## src/rtl/gray_step_seq_if.sv

```systemverilog
// Command/status bundle for gray_step_seq.
// Defining GRAY_STEP_SEQ_PAUSE_EN adds the pause input to the bundle.
interface gray_step_seq_if #(
  parameter int DIVWIDTH  = 8,
  parameter int STEPWIDTH = 8
);
  logic                 cmd_valid;
  logic                 cmd_ready;
  logic [STEPWIDTH-1:0] cmd_steps;
  logic [DIVWIDTH-1:0]  cmd_div;
  logic                 abort;
`ifdef GRAY_STEP_SEQ_PAUSE_EN
  logic                 pause;
`endif
  logic                 step_en;
  logic                 busy;
  logic                 done;
  logic                 aborted;
  logic [STEPWIDTH-1:0] remaining;
  logic                 wrap;

`ifdef GRAY_STEP_SEQ_PAUSE_EN
  modport master (
    output cmd_valid, cmd_steps, cmd_div, abort, pause,
    input  cmd_ready, step_en, busy, done, aborted, remaining, wrap
  );
  modport slave (
    input  cmd_valid, cmd_steps, cmd_div, abort, pause,
    output cmd_ready, step_en, busy, done, aborted, remaining, wrap
  );
`else
  modport master (
    output cmd_valid, cmd_steps, cmd_div, abort,
    input  cmd_ready, step_en, busy, done, aborted, remaining, wrap
  );
  modport slave (
    input  cmd_valid, cmd_steps, cmd_div, abort,
    output cmd_ready, step_en, busy, done, aborted, remaining, wrap
  );
`endif
endinterface

```

## src/rtl/gray_step_seq.sv

```systemverilog
// Issues a programmed number of evenly spaced enable pulses to an external Gray counter.
// Optional pause support is compiled in when GRAY_STEP_SEQ_PAUSE_EN is defined.
//
//   state | meaning
//   IDLE  | waiting for a command, cmd_ready high
//   RUN   | prescaler counting, step_en issued each div+1 cycles
//   PAUSE | prescaler and remaining frozen while pause is high
//   DONE  | one-cycle exit; done (and aborted) register on leaving
module gray_step_seq #(
  parameter int GRAYWIDTH = 3,
  parameter int DIVWIDTH  = 8,
  parameter int STEPWIDTH = 8
) (
  input logic             clk,
  input logic             rst_n,
  gray_step_seq_if.slave  bus
);

  typedef enum logic [1:0] {
    IDLE  = 2'd0,
    RUN   = 2'd1,
    PAUSE = 2'd2,
    DONE  = 2'd3
  } state_t;

  state_t               state, state_nxt;
  logic [DIVWIDTH-1:0]  div_q;
  logic [DIVWIDTH-1:0]  prescaler;
  logic [STEPWIDTH-1:0] remaining_q;
  logic [GRAYWIDTH-1:0] mirror;
  logic                 abort_flag;
  logic                 step_en_q;
  logic                 wrap_q;
  logic                 done_q;
  logic                 aborted_q;

  logic load;
  logic fire;
  logic pre_inc;
  logic abort_set;
  logic finish;
  logic pause_in;

`ifdef GRAY_STEP_SEQ_PAUSE_EN
  assign pause_in = bus.pause;
`else
  assign pause_in = 1'b0;
`endif

  always_ff @(posedge clk or negedge rst_n) begin
    if (!rst_n) state <= IDLE;
    else        state <= state_nxt;
  end

  // Abort outranks pause, and pause outranks a step that would fire this cycle.
  always_comb begin
    state_nxt = state;
    load      = 1'b0;
    fire      = 1'b0;
    pre_inc   = 1'b0;
    abort_set = 1'b0;
    finish    = 1'b0;
    case (state)
      IDLE: begin
        if (bus.cmd_valid) begin
          load      = 1'b1;
          state_nxt = (bus.cmd_steps != '0) ? RUN : DONE;
        end
      end
      RUN, PAUSE: begin
        if (bus.abort) begin
          abort_set = 1'b1;
          state_nxt = DONE;
        end else if (pause_in) begin
          state_nxt = PAUSE;
        end else begin
          state_nxt = RUN;
          if (prescaler == div_q) begin
            fire = 1'b1;
            if (remaining_q == STEPWIDTH'(1)) state_nxt = DONE;
          end else begin
            pre_inc = 1'b1;
          end
        end
      end
      DONE: begin
        finish    = 1'b1;
        state_nxt = IDLE;
      end
      default: state_nxt = IDLE;
    endcase
  end

  always_ff @(posedge clk or negedge rst_n) begin
    if (!rst_n) begin
      div_q       <= '0;
      prescaler   <= '0;
      remaining_q <= '0;
      mirror      <= '0;
      abort_flag  <= 1'b0;
      step_en_q   <= 1'b0;
      wrap_q      <= 1'b0;
      done_q      <= 1'b0;
      aborted_q   <= 1'b0;
    end else begin
      step_en_q <= fire;
      wrap_q    <= fire && (mirror == '1);
      done_q    <= finish;
      aborted_q <= finish && abort_flag;
      if (load) begin
        div_q       <= bus.cmd_div;
        remaining_q <= bus.cmd_steps;
        prescaler   <= '0;
        abort_flag  <= 1'b0;
      end
      if (fire) begin
        prescaler   <= '0;
        remaining_q <= remaining_q - STEPWIDTH'(1);
        mirror      <= mirror + GRAYWIDTH'(1);
      end
      if (pre_inc) prescaler <= prescaler + DIVWIDTH'(1);
      if (abort_set) abort_flag <= 1'b1;
    end
  end

  assign bus.cmd_ready = (state == IDLE);
  assign bus.busy      = (state != IDLE);
  assign bus.step_en   = step_en_q;
  assign bus.wrap      = wrap_q;
  assign bus.done      = done_q;
  assign bus.aborted   = aborted_q;
  assign bus.remaining = remaining_q;

endmodule

```

## src/flat_wrapper.sv

```systemverilog
// flat-port wrapper written by rule: the top's interface ports become plain ports
module gray_step_seq_flat 
#(
  parameter int GRAYWIDTH = 3,
  parameter int DIVWIDTH  = 8,
  parameter int STEPWIDTH = 8
)
  (clk, rst_n, bus_cmd_valid, bus_cmd_steps, bus_cmd_div, bus_abort, bus_cmd_ready, bus_step_en, bus_busy, bus_done, bus_aborted, bus_remaining, bus_wrap);
  gray_step_seq_if #(.DIVWIDTH(DIVWIDTH), .STEPWIDTH(STEPWIDTH)) bus_i ();
  input logic clk;
  input logic rst_n;
  input wire logic [$bits(bus_i.cmd_valid)-1:0] bus_cmd_valid;
  input wire logic [$bits(bus_i.cmd_steps)-1:0] bus_cmd_steps;
  input wire logic [$bits(bus_i.cmd_div)-1:0] bus_cmd_div;
  input wire logic [$bits(bus_i.abort)-1:0] bus_abort;
  output wire logic [$bits(bus_i.cmd_ready)-1:0] bus_cmd_ready;
  output wire logic [$bits(bus_i.step_en)-1:0] bus_step_en;
  output wire logic [$bits(bus_i.busy)-1:0] bus_busy;
  output wire logic [$bits(bus_i.done)-1:0] bus_done;
  output wire logic [$bits(bus_i.aborted)-1:0] bus_aborted;
  output wire logic [$bits(bus_i.remaining)-1:0] bus_remaining;
  output wire logic [$bits(bus_i.wrap)-1:0] bus_wrap;
  assign bus_i.cmd_valid = bus_cmd_valid;
  assign bus_i.cmd_steps = bus_cmd_steps;
  assign bus_i.cmd_div = bus_cmd_div;
  assign bus_i.abort = bus_abort;
  assign bus_cmd_ready = bus_i.cmd_ready;
  assign bus_step_en = bus_i.step_en;
  assign bus_busy = bus_i.busy;
  assign bus_done = bus_i.done;
  assign bus_aborted = bus_i.aborted;
  assign bus_remaining = bus_i.remaining;
  assign bus_wrap = bus_i.wrap;
  gray_step_seq #(.GRAYWIDTH(GRAYWIDTH), .DIVWIDTH(DIVWIDTH), .STEPWIDTH(STEPWIDTH)) u_core (.clk(clk), .rst_n(rst_n), .bus(bus_i));
endmodule
```

## config.mk

```make
export PLATFORM = sky130hd
export DESIGN_NAME = gray_step_seq_flat
export DESIGN_NICKNAME = d
export VERILOG_FILES = /design/src/rtl/gray_step_seq_if.sv /design/src/rtl/gray_step_seq.sv /design/src/flat_wrapper.sv
export SDC_FILE = /design/constraint.sdc
export NUM_CORES = 1
export LEC_CHECK = 0
export CAP_MARGIN = 20
export CORE_ASPECT_RATIO = 0.75
export CORE_MARGIN = 5
export CORE_UTILIZATION = 35
export CTS_CLUSTER_DIAMETER = 100
export DETAILED_ROUTE_END_ITERATION = 10
export SLEW_MARGIN = 20
export SYNTH_ARGS = -nofsm -noshare
export SYNTH_HDL_FRONTEND = slang
export SYNTH_SLANG_ARGS = --single-unit
```

## constraint.sdc

```tcl
create_clock -name clk -period 3.85 [get_ports clk]
set_input_delay 0.77 -clock clk [delete_from_list [all_inputs] [get_ports clk]]
set_output_delay 0.77 -clock clk [all_outputs]
set_load 0.05 [all_outputs]
```

==> impl_metrics.ini <==
[outcome]
status = complete, no violations

[worst_setup_path]
path_max_fanout = 5
crit_path_cell_trace = inv_1 -> ha_1 -> inv_1 -> clkdlybuf4s50_1
worstPathArrival_ns = 1.91
cp_slowest_cell = clkdlybuf4s50_1
cp-start-kind = register
path_buf_inv = 3
cpMostUsedCell = inv_1
worstSetupPathDepth = 4
crit_family = buffers and inverters
reg2reg_depth = 5
end_kind = output port
cp.required_ns = 3.08
cpPeakStageDelay_ns = 0.81
critPathKind = register to output port

[yosys]
syn_inst = 181
synthArstFlopShare_pct = 100
synth_top_cell_by_area = dfrtp_1
synth_edf_count = 0
ys_types = 38
syn_avg_cell_area_um2 = 10.0
syn_nets = 209
ys_ff_latch = 34
ys_seq_area_share_pct = 47.0
synth.area.top_cells = dfrtp_1 47%, nand2_1 8.3%, ha_1 5.5%
yosysWarnings = 0
synth.top_cell.area_share_pct = 47.0
syn_area_mm2 = 0.00181
synth_ff_type = dfrtp_1

[timing]
fin_worst_skew_ns = 0.00656
min_period_over_period_pct = 69.7
whs_ns = 0.476
final_max_slew_viol_count = 0
fin_crit_ns = 2.68
finalSetupTns_ns = 0
rsz0062_at_grt = false
finalSetupViolCount = 0
tightest_slew_ns = 0.688
max_freq_ghz = 0.373
hold_viol_final = 0
max-slew-margin-rel_pct = 54.1

[power]
p_sw_share_pct = 44.3
p_sw_uw = 770
power_density_mw_per_mm2 = 772
share_comb_of_total_power_pct = 48.1
leakagePower_nw = 1.01
clkPwrFrac_pct = 15.5
vdd.ir_drop.worst_mv = 0.299
p_int_uw = 968
seqPwrFrac_pct = 36.4
total_power_mw = 1.74

[min_path]
hp-class = register to register
hold_depth = 1

[clock_network]
holdBufCountCts = 0
cts-root-buf = clkbuf_8
clk_pin_slew_ns = 0.07
cts.sink_count = 34
cts_buffer_depth = 2
numCtsBuffers = 5
postCtsSetupRepairBufs = 0
clock_latency_ns = 0.28
ctsResizeCount = 0
cts_tree = yes
htree_num_levels = 2

[global_route]
overflow = 0
grt_usage_pct = 12.4
grt_antenna_before_repair = 0
grt_pass1_vias = 1325
grt_pass1_wl_um = 6490
grt_max_degree = 35

[place]
hpwl_um = 2700
place_congestion = 0.787
port-buffer-count = 33

[finish]
layout_common_cells = 40 x nand2_1, 34 x dfrtp_1, 33 x clkdlybuf4s50_1
final_common_cell = nand2_1
nets = 243
drive_above_1_share_pct = 6.94
diodes = 0
area_growth_pct = 24.3

[route]
drtPass1Iterations = 4
wl_um = 3730
wl_per_cell_um = 13.5
routed-via-count = 1365
ant_nets = 0
drtIter0Drc = 89
routed_via_density = 4.95
route.detailed.drc = 0

[floorplan]
ios = 34
rows = 22
fp.dieH_um = 72.3
initial_utilization_pct = 36.6
die-area_mm2 = 0.00673
die_width_um = 93.1
core_area_mm2 = 0.00495

[flow_run]
drv_cap = 0
[power by group through the flow]
stage          logic [mW]  clock network (mW)  registers [mW]
6_report            0.835               0.270           0.634
5_1_grt             0.924               0.295           0.659
3_5_place_dp        0.841                   0           0.639
3_3_place_gp        0.835                   0           0.640
2_1_floorplan       0.458                   0           0.781
4_1_cts             0.845               0.278           0.635
[state kept, by name, indices dropped and copies added, names as in the netlist]
name,flops
u_core.prescaler,8
u_core.bus.wrap,1
u_core.bus.step_en,1
u_core.abort_flag,1
u_core.div_q,8
u_core.bus.aborted,1
u_core.state,2
u_core.bus.remaining,8
u_core.bus.done,1
u_core.mirror,3
[cells in the mapped netlist, types with 2 or more instances]
cell       n
nor3_1     2
nand4_1    3
o221a_2    4
buf_2      2
nor2b_1    2
xor2_1    10
mux2i_1    2
nand2b_1   2
mux2_1     7
xnor2_1    2
nand2_1   40
nand3_1    7
dfrtp_1   34
ha_1       8
nor4_2     2
inv_1      7
and3_1     2
buf_6      3
nor4_1     3
o21ai_1    5
nor2_1     8
o21ai_0    4
clkbuf_1   2
o221a_1    2
a21oi_1    2
and2_1     4
[per-stage QoR]
step	util (%)	cell area (um^2)	std cells	setup WS (ns)
after detailed placement	43.6	2160	268	0.994
after global placement	43.6	2160	268	1.02
after CTS	45.5	2250	276	1.14
after global routing	45.5	2250	276	1.08
after floorplan	-	1810	181	1.73
final	45.5	2250	276	1.17
[cell families (layout without fill, tap and decap cells)]
logic type | after synthesis | count (layout) | synth area share [%]
XOR/XNOR | 12 | 12 | 5.80
AND/OR/NAND/NOR | 77 | 77 | 20.2
adder cells (fa/ha/maj) | 8 | 8 | 5.53
buffers and inverters | 15 | 50 | 5.39
multiplexers | 9 | 9 | 5.46
flip-flops | 34 | 34 | 47.0
AO/OA/AOI/OAI | 26 | 26 | 10.6
[worst paths after layout]
| path | startpoint | to | slack, ns |
|---|---|---|---|
| worst max-delay path | u_core.state[0] | bus_busy | 1.17 |
| worst min-delay path | u_core.mirror[0] | u_core.mirror[0] | 0.48 |
| worst max register to register | u_core.prescaler[3] | u_core.bus.remaining[5] | 1.39 |
| worst min register to register | u_core.mirror[0] | u_core.mirror[0] | 0.48 |
| max in group asynchronous | rst_n | u_core.bus.remaining[5] | 2.64 |
| min in group asynchronous | rst_n | u_core.div_q[6] | 0.90 |
[layout make-up]
cell class	count	area [um^2]
well taps	60	75.1
clock buffers	7	86.3
inverters	7	26.3
flip-flops and latches	34	851
repair buffers	35	345
fillers	483	2700
clock inverters	1	5.00
multi-input cells	132	863
[metal layers]
layer,routed length [um],track usage (%)
met4,53,3.90
met2,1450,16.2
met5,0,0
met1,2010,19.3
met3,212,3.42
Note: power is estimated with default switching activity, not from simulation.
